File: src/rtl/gpio_pkg.sv
// Shared definitions for the memory-mapped GPIO port.
// Register offsets and the zero-extension helper for the read path.
package gpio_pkg;

  localparam logic [2:0] GPIO_IN      = 3'd0;
  localparam logic [2:0] GPIO_OUT     = 3'd1;
  localparam logic [2:0] GPIO_SET     = 3'd2;
  localparam logic [2:0] GPIO_CLR     = 3'd3;
  localparam logic [2:0] GPIO_STATUS  = 3'd4;
  localparam logic [2:0] GPIO_MASK    = 3'd5;
  localparam logic [2:0] GPIO_RISE_EN = 3'd6;
  localparam logic [2:0] GPIO_FALL_EN = 3'd7;

  function automatic logic [31:0] zext(
    input logic [31:0] v,
    input int unsigned w
  );
    logic [31:0] m;
    m = (32'h1 << w) - 32'h1;
    if (w >= 32) m = '1;
    return v & m;
  endfunction

endpackage

File: src/rtl/gpio_mmio_port_sync.sv
// Multi-stage input synchroniser for the GPIO pins.
// Every stage clears on reset so edge detection starts from all-low.
module gpio_mmio_port_sync #(
  parameter int WIDTH  = 8,
  parameter int STAGES = 2
) (
  input  logic             clk,
  input  logic             reset,
  input  logic [WIDTH-1:0] d,
  output logic [WIDTH-1:0] q
);

  logic [WIDTH-1:0] chain [STAGES];

  always_ff @(posedge clk) begin
    if (reset) begin
      for (int i = 0; i < STAGES; i++)
        chain[i] <= '0;
    end else begin
      chain[0] <= d;
      for (int i = 1; i < STAGES; i++)
        chain[i] <= chain[i-1];
    end
  end

  assign q = chain[STAGES-1];

endmodule

File: src/rtl/gpio_mmio_port.sv
// Bus-attached GPIO port: synchronised inputs, set/clear outputs,
// sticky edge capture with a maskable level interrupt.
module gpio_mmio_port #(
  parameter int               WIDTH       = 8,
  parameter int               SYNC_STAGES = 2,
  parameter logic [WIDTH-1:0] OUT_RESET   = '0
) (
  input  logic             clk,
  input  logic             reset,
  input  logic             sel,
  input  logic             we,
  input  logic             re,
  input  logic [2:0]       addr,
  input  logic [31:0]      wdata,
  output logic [31:0]      rdata,
  output logic             rvalid,
  input  logic [WIDTH-1:0] GPIO_i,
  output logic [WIDTH-1:0] GPIO_o,
  output logic             irq
);

  import gpio_pkg::*;

  logic [WIDTH-1:0] sync;
  logic [WIDTH-1:0] prev_q;
  logic [WIDTH-1:0] out_q;
  logic [WIDTH-1:0] status_q;
  logic [WIDTH-1:0] mask_q;
  logic [WIDTH-1:0] rise_en_q;
  logic [WIDTH-1:0] fall_en_q;
  logic [WIDTH-1:0] rmux;
  logic [WIDTH-1:0] wd;
  logic [WIDTH-1:0] rise;
  logic [WIDTH-1:0] fall;
  logic [WIDTH-1:0] w1c;
  logic             wr;
  logic             rd;
  logic             unused_wdata;

  gpio_mmio_port_sync #(
    .WIDTH  (WIDTH),
    .STAGES (SYNC_STAGES)
  ) u_sync (
    .clk   (clk),
    .reset (reset),
    .d     (GPIO_i),
    .q     (sync)
  );

  assign wr   = sel & we;
  assign rd   = sel & re;
  assign wd   = wdata[WIDTH-1:0];
  assign rise = sync & ~prev_q & rise_en_q;
  assign fall = ~sync & prev_q & fall_en_q;
  assign w1c  = (wr && addr == GPIO_STATUS) ? wd : '0;

  assign unused_wdata = &{1'b0, wdata};

  always_comb begin
    rmux = '0;
    unique case (addr)
      GPIO_IN:      rmux = sync;
      GPIO_OUT:     rmux = out_q;
      GPIO_SET:     rmux = out_q;
      GPIO_CLR:     rmux = out_q;
      GPIO_STATUS:  rmux = status_q;
      GPIO_MASK:    rmux = mask_q;
      GPIO_RISE_EN: rmux = rise_en_q;
      GPIO_FALL_EN: rmux = fall_en_q;
      default:      rmux = '0;
    endcase
  end

  always_ff @(posedge clk) begin
    if (reset) begin
      prev_q    <= '0;
      out_q     <= OUT_RESET;
      status_q  <= '0;
      mask_q    <= '0;
      rise_en_q <= '0;
      fall_en_q <= '0;
      rdata     <= '0;
      rvalid    <= 1'b0;
      irq       <= 1'b0;
    end else begin
      prev_q   <= sync;
      // a new edge on a bit overrides a same-cycle W1C of that bit
      status_q <= (status_q & ~w1c) | rise | fall;
      irq      <= |(status_q & mask_q);
      rvalid   <= rd;
      if (rd)
        rdata <= zext(32'(rmux), WIDTH);
      if (wr) begin
        unique case (addr)
          GPIO_OUT:     out_q     <= wd;
          GPIO_SET:     out_q     <= out_q | wd;
          GPIO_CLR:     out_q     <= out_q & ~wd;
          GPIO_MASK:    mask_q    <= wd;
          GPIO_RISE_EN: rise_en_q <= wd;
          GPIO_FALL_EN: fall_en_q <= wd;
          default:      ;
        endcase
      end
    end
  end

  assign GPIO_o = out_q;

endmodule

File: config.mk
export PLATFORM = sky130hd
export DESIGN_NAME = gpio_mmio_port
export DESIGN_NICKNAME = d
export VERILOG_FILES = /design/src/rtl/gpio_pkg.sv /design/src/rtl/gpio_mmio_port_sync.sv /design/src/rtl/gpio_mmio_port.sv
export SDC_FILE = /design/constraint.sdc
export NUM_CORES = 1
export LEC_CHECK = 0
export ABC_AREA = 1
export BUFFER_PORTS_ARGS = -buffer_cell sky130_fd_sc_hd__buf_2
export CAP_MARGIN = 20
export CORE_UTILIZATION = 55
export CTS_CLUSTER_DIAMETER = 50
export DETAILED_ROUTE_END_ITERATION = 8
export PLACE_DENSITY = 0.83
export REMOVE_ABC_BUFFERS = 1
export SLEW_MARGIN = 40
export SYNTH_ARGS = -nofsm -noshare
export SYNTH_HDL_FRONTEND = slang
export SYNTH_SLANG_ARGS = --single-unit
File: constraint.sdc
create_clock -name clk -period 2.4 [get_ports clk]
set_input_delay 0.36 -clock clk [delete_from_list [all_inputs] [get_ports clk]]
set_output_delay 0.36 -clock clk [all_outputs]
set_load 0.01 [all_outputs]
==> qor.txt, run 1 <==
crit-path max FO = 18
ANT cells = 0
crit path cell chain = buf_2 -> nand2_1 -> nor3_4 -> o21ai_0 -> a21oi_1
Core Region = 0.00592 mm^2
commonest non-fill, non-tap cell in the layout = nand2_1
Area Overhead vs Synth = 9.04%
DRT Pass-1 Iters = 5
total number of vias = 3085
number of setup buffers added after CTS = 0
CTS Buffer Depth = 2
Total GRT Usage = 0.266
Max Clock Skew = 0.00631 ns
fmax = 618 MHz
TNS Setup = 0 ns
Die Ht = 80.5 um
Worst Path Class, Setup = in -> reg
Avg WL per Cell = 14.3 um
H-Tree Depth = 3
Power Dens Cells = 685 mW/mm^2
RSZ-0062 raised after global routing = false
final setup fails = 0
post-synthesis cell count = 450
Die X = 80.5 um
delay-heaviest family, CP = simple AND/OR/NAND/NOR gates
Worst-path clk slew = 0.07 ns
commonest non-fill, non-tap cells in the layout = nand2_1 (101), dfxtp_1 (74), inv_1 (42)
hold-fix buffers at CTS = 0
vias in the first global route = 2814
Tmin final = 1.62 ns
mapped cell area = 0.00339 mm^2
critical path startpoint category = input pin
port buffer count = 41
clock sink count = 74
Final ANT Viol Nets = 0
CP Capture Type = flop
Pleak = 1.74 nW
endpoints failing hold = 0
final worst path period share = 0.675
die area = 0.00648 mm^2
Layout Nets = 534
Yosys reg bits = 74
Design Area, Final = 0.00370 mm^2
Seq/Total Area, Yosys = 0.437
CTS Buf Count = 9
VDD IR max = 621 uV
pin count of the biggest net entering global routing = 42
non-filler cells, final = 564
clock latency on the worst-skew pair = 0.35 ns
synthesis warning total = 0
relative slew slack = 0.526
Initial Util = 0.572
GPL Wtd Cong = 0.841
placed insts = 550
routed wire length = 8040 um
critical path's largest stage delay = 0.59 ns
MaxCap Viol Count = 0
ratio of cells with drive above 1 in the final layout = 0.162
Slew @ Worst Pin = 0.709 ns
fill count = 529
worst hold path type = in -> reg
# resized after CTS = 0
first-pass GRT wire length = 13000 um
GRT overflow = 0
Cell variety after synth = 28
IO Pins = 90
Clock Tree Root = clkbuf_8
placed inst area = 0.00349 mm^2
Final Slew Violations = 0
dpl hpwl = 5100 um
average cell area after synthesis = 7.53 um^2
Detailed Route Iter0 Violations = 271
Design Power = 2.53 mW
initial antenna violation count = 0
CTS tree = yes
Req. time, crit path = 2.68 ns
Hold Slack = 0.202 ns
via-per-instance ratio = 5.47
Crit path buffers/inverters = 1
result of the run = finished, final reports clean
Row Count = 28
CP arrival = 1.90 ns
DR DRC count = 0
Slowest-stage cell, CP = nor3_4
path summary, 6_finish.rpt:
path | from | to | slack, ns | cells after the start
worst max-delay path | addr[1] | fall_en_q[7] | 0.78 | 5
worst min-delay path | GPIO_i[0] | u_sync.chain[0][0] | 0.20 | 3
worst max register to register | GPIO_o[7] | rdata[7] | 1.47 | 6
worst min register to register | u_sync.chain[0][4] | u_sync.chain[0][12] | 0.40 | 2
Yosys cell counts, drive strengths merged:
master,instances,share of area
nand2,106,0.13
nor2,39,0.055
nor3,1,0.0048
inv,45,0.053
nand4,23,0.042
o21a,1,0.0022
clkbuf,8,0.0089
conb,1,0.0011
nand3,19,0.030
a21oi,40,0.059
a31oi,8,0.015
buf,37,0.088
o21ai,40,0.061
dfxtp,74,0.44
o21bai,8,0.018
worst register-to-register path: stages, from the launching register on:
cell	delay, ns
dfxtp_1	0.33
nand2_1	0.07
nand2_1	0.05
nand2_1	0.05
nand2_1	0.05
o21bai_1	0.16
a21oi_1	0.08
cells by family after synthesis:
| family | count (synthesis) | share of synthesized area |
|---|---|---|
| simple gates | 188 | 0.257 |
| flops | 74 | 0.437 |
| other cells | 1 | 0.00111 |
| buf+inv | 90 | 0.150 |
| compound gates | 97 | 0.155 |
flip-flops by register name (all words and copies together), names as in the netlist:
| signal | cells |
|---|---|
| u_sync.chain | 16 |
| irq | 1 |
| GPIO_o | 8 |
| mask_q | 8 |
| prev_q | 8 |
| rvalid | 1 |
| fall_en_q | 8 |
| rdata | 8 |
| rise_en_q | 8 |
| status_q | 8 |
area by class of cell:
type | count | area, um^2 | share of cell area
Clock buffer | 9 | 124 | 0.0335
Clock inverter | 5 | 81.3 | 0.0220
Inverter | 45 | 179 | 0.0484
Multi-Input combinational cell | 309 | 1490 | 0.402
Sequential cell | 74 | 1480 | 0.401
Tap cell | 75 | 93.8 | 0.0254
Timing Repair Buffer | 47 | 250 | 0.0677
power breakdown:
group	leakage, nW	internal, mW	switching, mW
clock	0.101	0.573	0.453
sequential	0.602	1.26	0.0168
combinational	1.04	0.0655	0.164
routing by layer:
layer / part of all wire / vias up / global-route usage
met5: 0 / - / 0
met1: 0.42 / 1422 / 0.325
met3: 0.076 / 26 / 0.0568
li1: - / 1499 / -
met2: 0.47 / 138 / 0.430
met4: 0.035 / 0 / 0.152
metrics by stage:
| stage | worst slack (ns) | utilization |
|---|---|---|
| 2_1_floorplan | 1.16 | - |
| 3_3_place_gp | 0.621 | 0.590 |
| 3_5_place_dp | 0.536 | 0.590 |
| 4_1_cts | 0.868 | 0.624 |
| 5_1_grt | 0.713 | 0.624 |
| 6_report | 0.781 | 0.624 |
Power figures use the tool's default switching activity.
==> run 2, diff against run 1 <==
CORE_UTILIZATION = 47   (was 55)
PLACE_DENSITY = 0.75   (was 0.83)
clock period = 1.32 ns   (was 2.4 ns; I/O delays follow)
==> run 2 against run 1 <==
Clock skew shrank 0.0018 ns. Combinational power rose by 100%. Clock power grew 49%. Final cell count grew 8.0%. Via count grew 2.7%. Critical path depth shrank 4. Total power grew 70%. Non-clock buffer count increased by 22. Largest cell class unchanged.
==> qor.txt, run 2 (same netlist as run 1, synthesis figures left out) <==
final worst path period share = 0.801
Setup WS post-layout = 0.262 ns
Design Power = 4.31 mW
Detailed Route Iter0 Violations = 256
delay-heaviest family, CP = flip-flops
Req. time, crit path = 1.12 ns
placed insts = 593
via-per-instance ratio = 5.20
worst hold path type = in -> reg
crit-path max FO = 3
Clock Tree Root = clkbuf_8
Die X = 86.9 um
worst slack, placed = -0.0529 ns
endpoints failing hold = 0
Final ANT Viol Nets = 0
H-Tree Depth = 3
fmax = 945 MHz
CTS Buffer Depth = 2
commonest non-fill, non-tap cells in the layout = nand2_1 (101), dfxtp_1 (74), inv_1 (42)
CTS tree = yes
Slowest-stage cell, CP = dfxtp_1
Worst Path Class, Setup = reg -> out
ratio of cells with drive above 1 in the final layout = 0.195
Design Area, Final = 0.00386 mm^2
hold-fix buffers at CTS = 0
placed inst area = 0.00369 mm^2
number of cells on the critical path = 1
die area = 0.00756 mm^2
total number of vias = 3169
non-filler cells, final = 609
GPL Wtd Cong = 0.898
Crit path buffers/inverters = 1
worst hold stages = 3
Pleak = 1.84 nW
Hold Slack = 0.0481 ns
initial antenna violation count = 0
clock sink count = 74
critical path startpoint category = flop
Die Ht = 86.9 um
CTS Buf Count = 9
Power Dens Cells = 1120 mW/mm^2
number of setup buffers added after CTS = 0
# resized after CTS = 0
critical path's largest stage delay = 0.37 ns
ANT cells = 0
clock latency on the worst-skew pair = 0.34 ns
Biggest register = u_sync.chain
first-pass GRT wire length = 13400 um
Core Region = 0.00687 mm^2
vias in the first global route = 2820
RSZ-0062 raised after global routing = false
Layout Nets = 556
port buffer count = 41
commonest non-fill, non-tap cell in the layout = nand2_1
Total GRT Usage = 0.233
Final Slew Violations = 0
routed wire length = 8220 um
max FFs per register = 16
VDD IR max = 521 uV
GRT overflow = 0
result of the run = finished, final reports clean
Avg WL per Cell = 13.5 um
Max Clock Skew = 0.00447 ns
Area Overhead vs Synth = 13.8%
MaxCap Viol Count = 0
CP Capture Type = primary output
Row Count = 30
IO Pins = 90
Worst Reg2Reg Path Length in Cells = 6
DRT Pass-1 Iters = 5
dpl hpwl = 5670 um
Tmin final = 1.06 ns
pin count of the biggest net entering global routing = 42
CP arrival = 0.86 ns
Initial Util = 0.493
crit path cell chain = buf_2
final setup fails = 0
DR DRC count = 0
Worst-path clk slew = 0.07 ns
## run 2: layout make-up
class,count,area (um^2)
clock buffers,13,149
flip-flops and latches,74,1480
fillers,634,3010
clock inverters,3,15.0
well taps,96,120
repair buffers,69,428
multi-input cells,309,1490
inverters,45,179
## run 2: worst paths after layout
path	start	endpoint	slack [ns]
max reg2reg	status_q[3]	rdata[3]	0.38
max	GPIO_o[3]	GPIO_o[3]	0.26
min reg2reg	u_sync.chain[0][5]	u_sync.chain[0][13]	0.40
min	GPIO_i[6]	u_sync.chain[0][6]	0.05
## run 2: per-layer routing
metal / part of all wire / wire length [um] / GRT usage / vias to the layer above
li1: - / - / - / 1539
met1: 0.45 / 3690 / 0.316 / 1449
met2: 0.44 / 3630 / 0.355 / 153
met3: 0.077 / 634 / 0.0483 / 28
met4: 0.033 / 269 / 0.112 / 0
met5: 0 / 0 / 0 / -
## run 2: metrics by stage
stage / util / setup TNS, ns
after floorplan: - / 0
after global placement: 0.538 / -0.296
after detailed placement: 0.538 / -0.272
after CTS: 0.562 / 0
after global routing: 0.562 / 0
final: 0.562 / 0
## run 2: power by group
group	switching (mW)	total (mW)	internal, mW
sequential	0.0307	2.32	2.29
combinational	0.305	0.460	0.155
clock	0.800	1.53	0.727
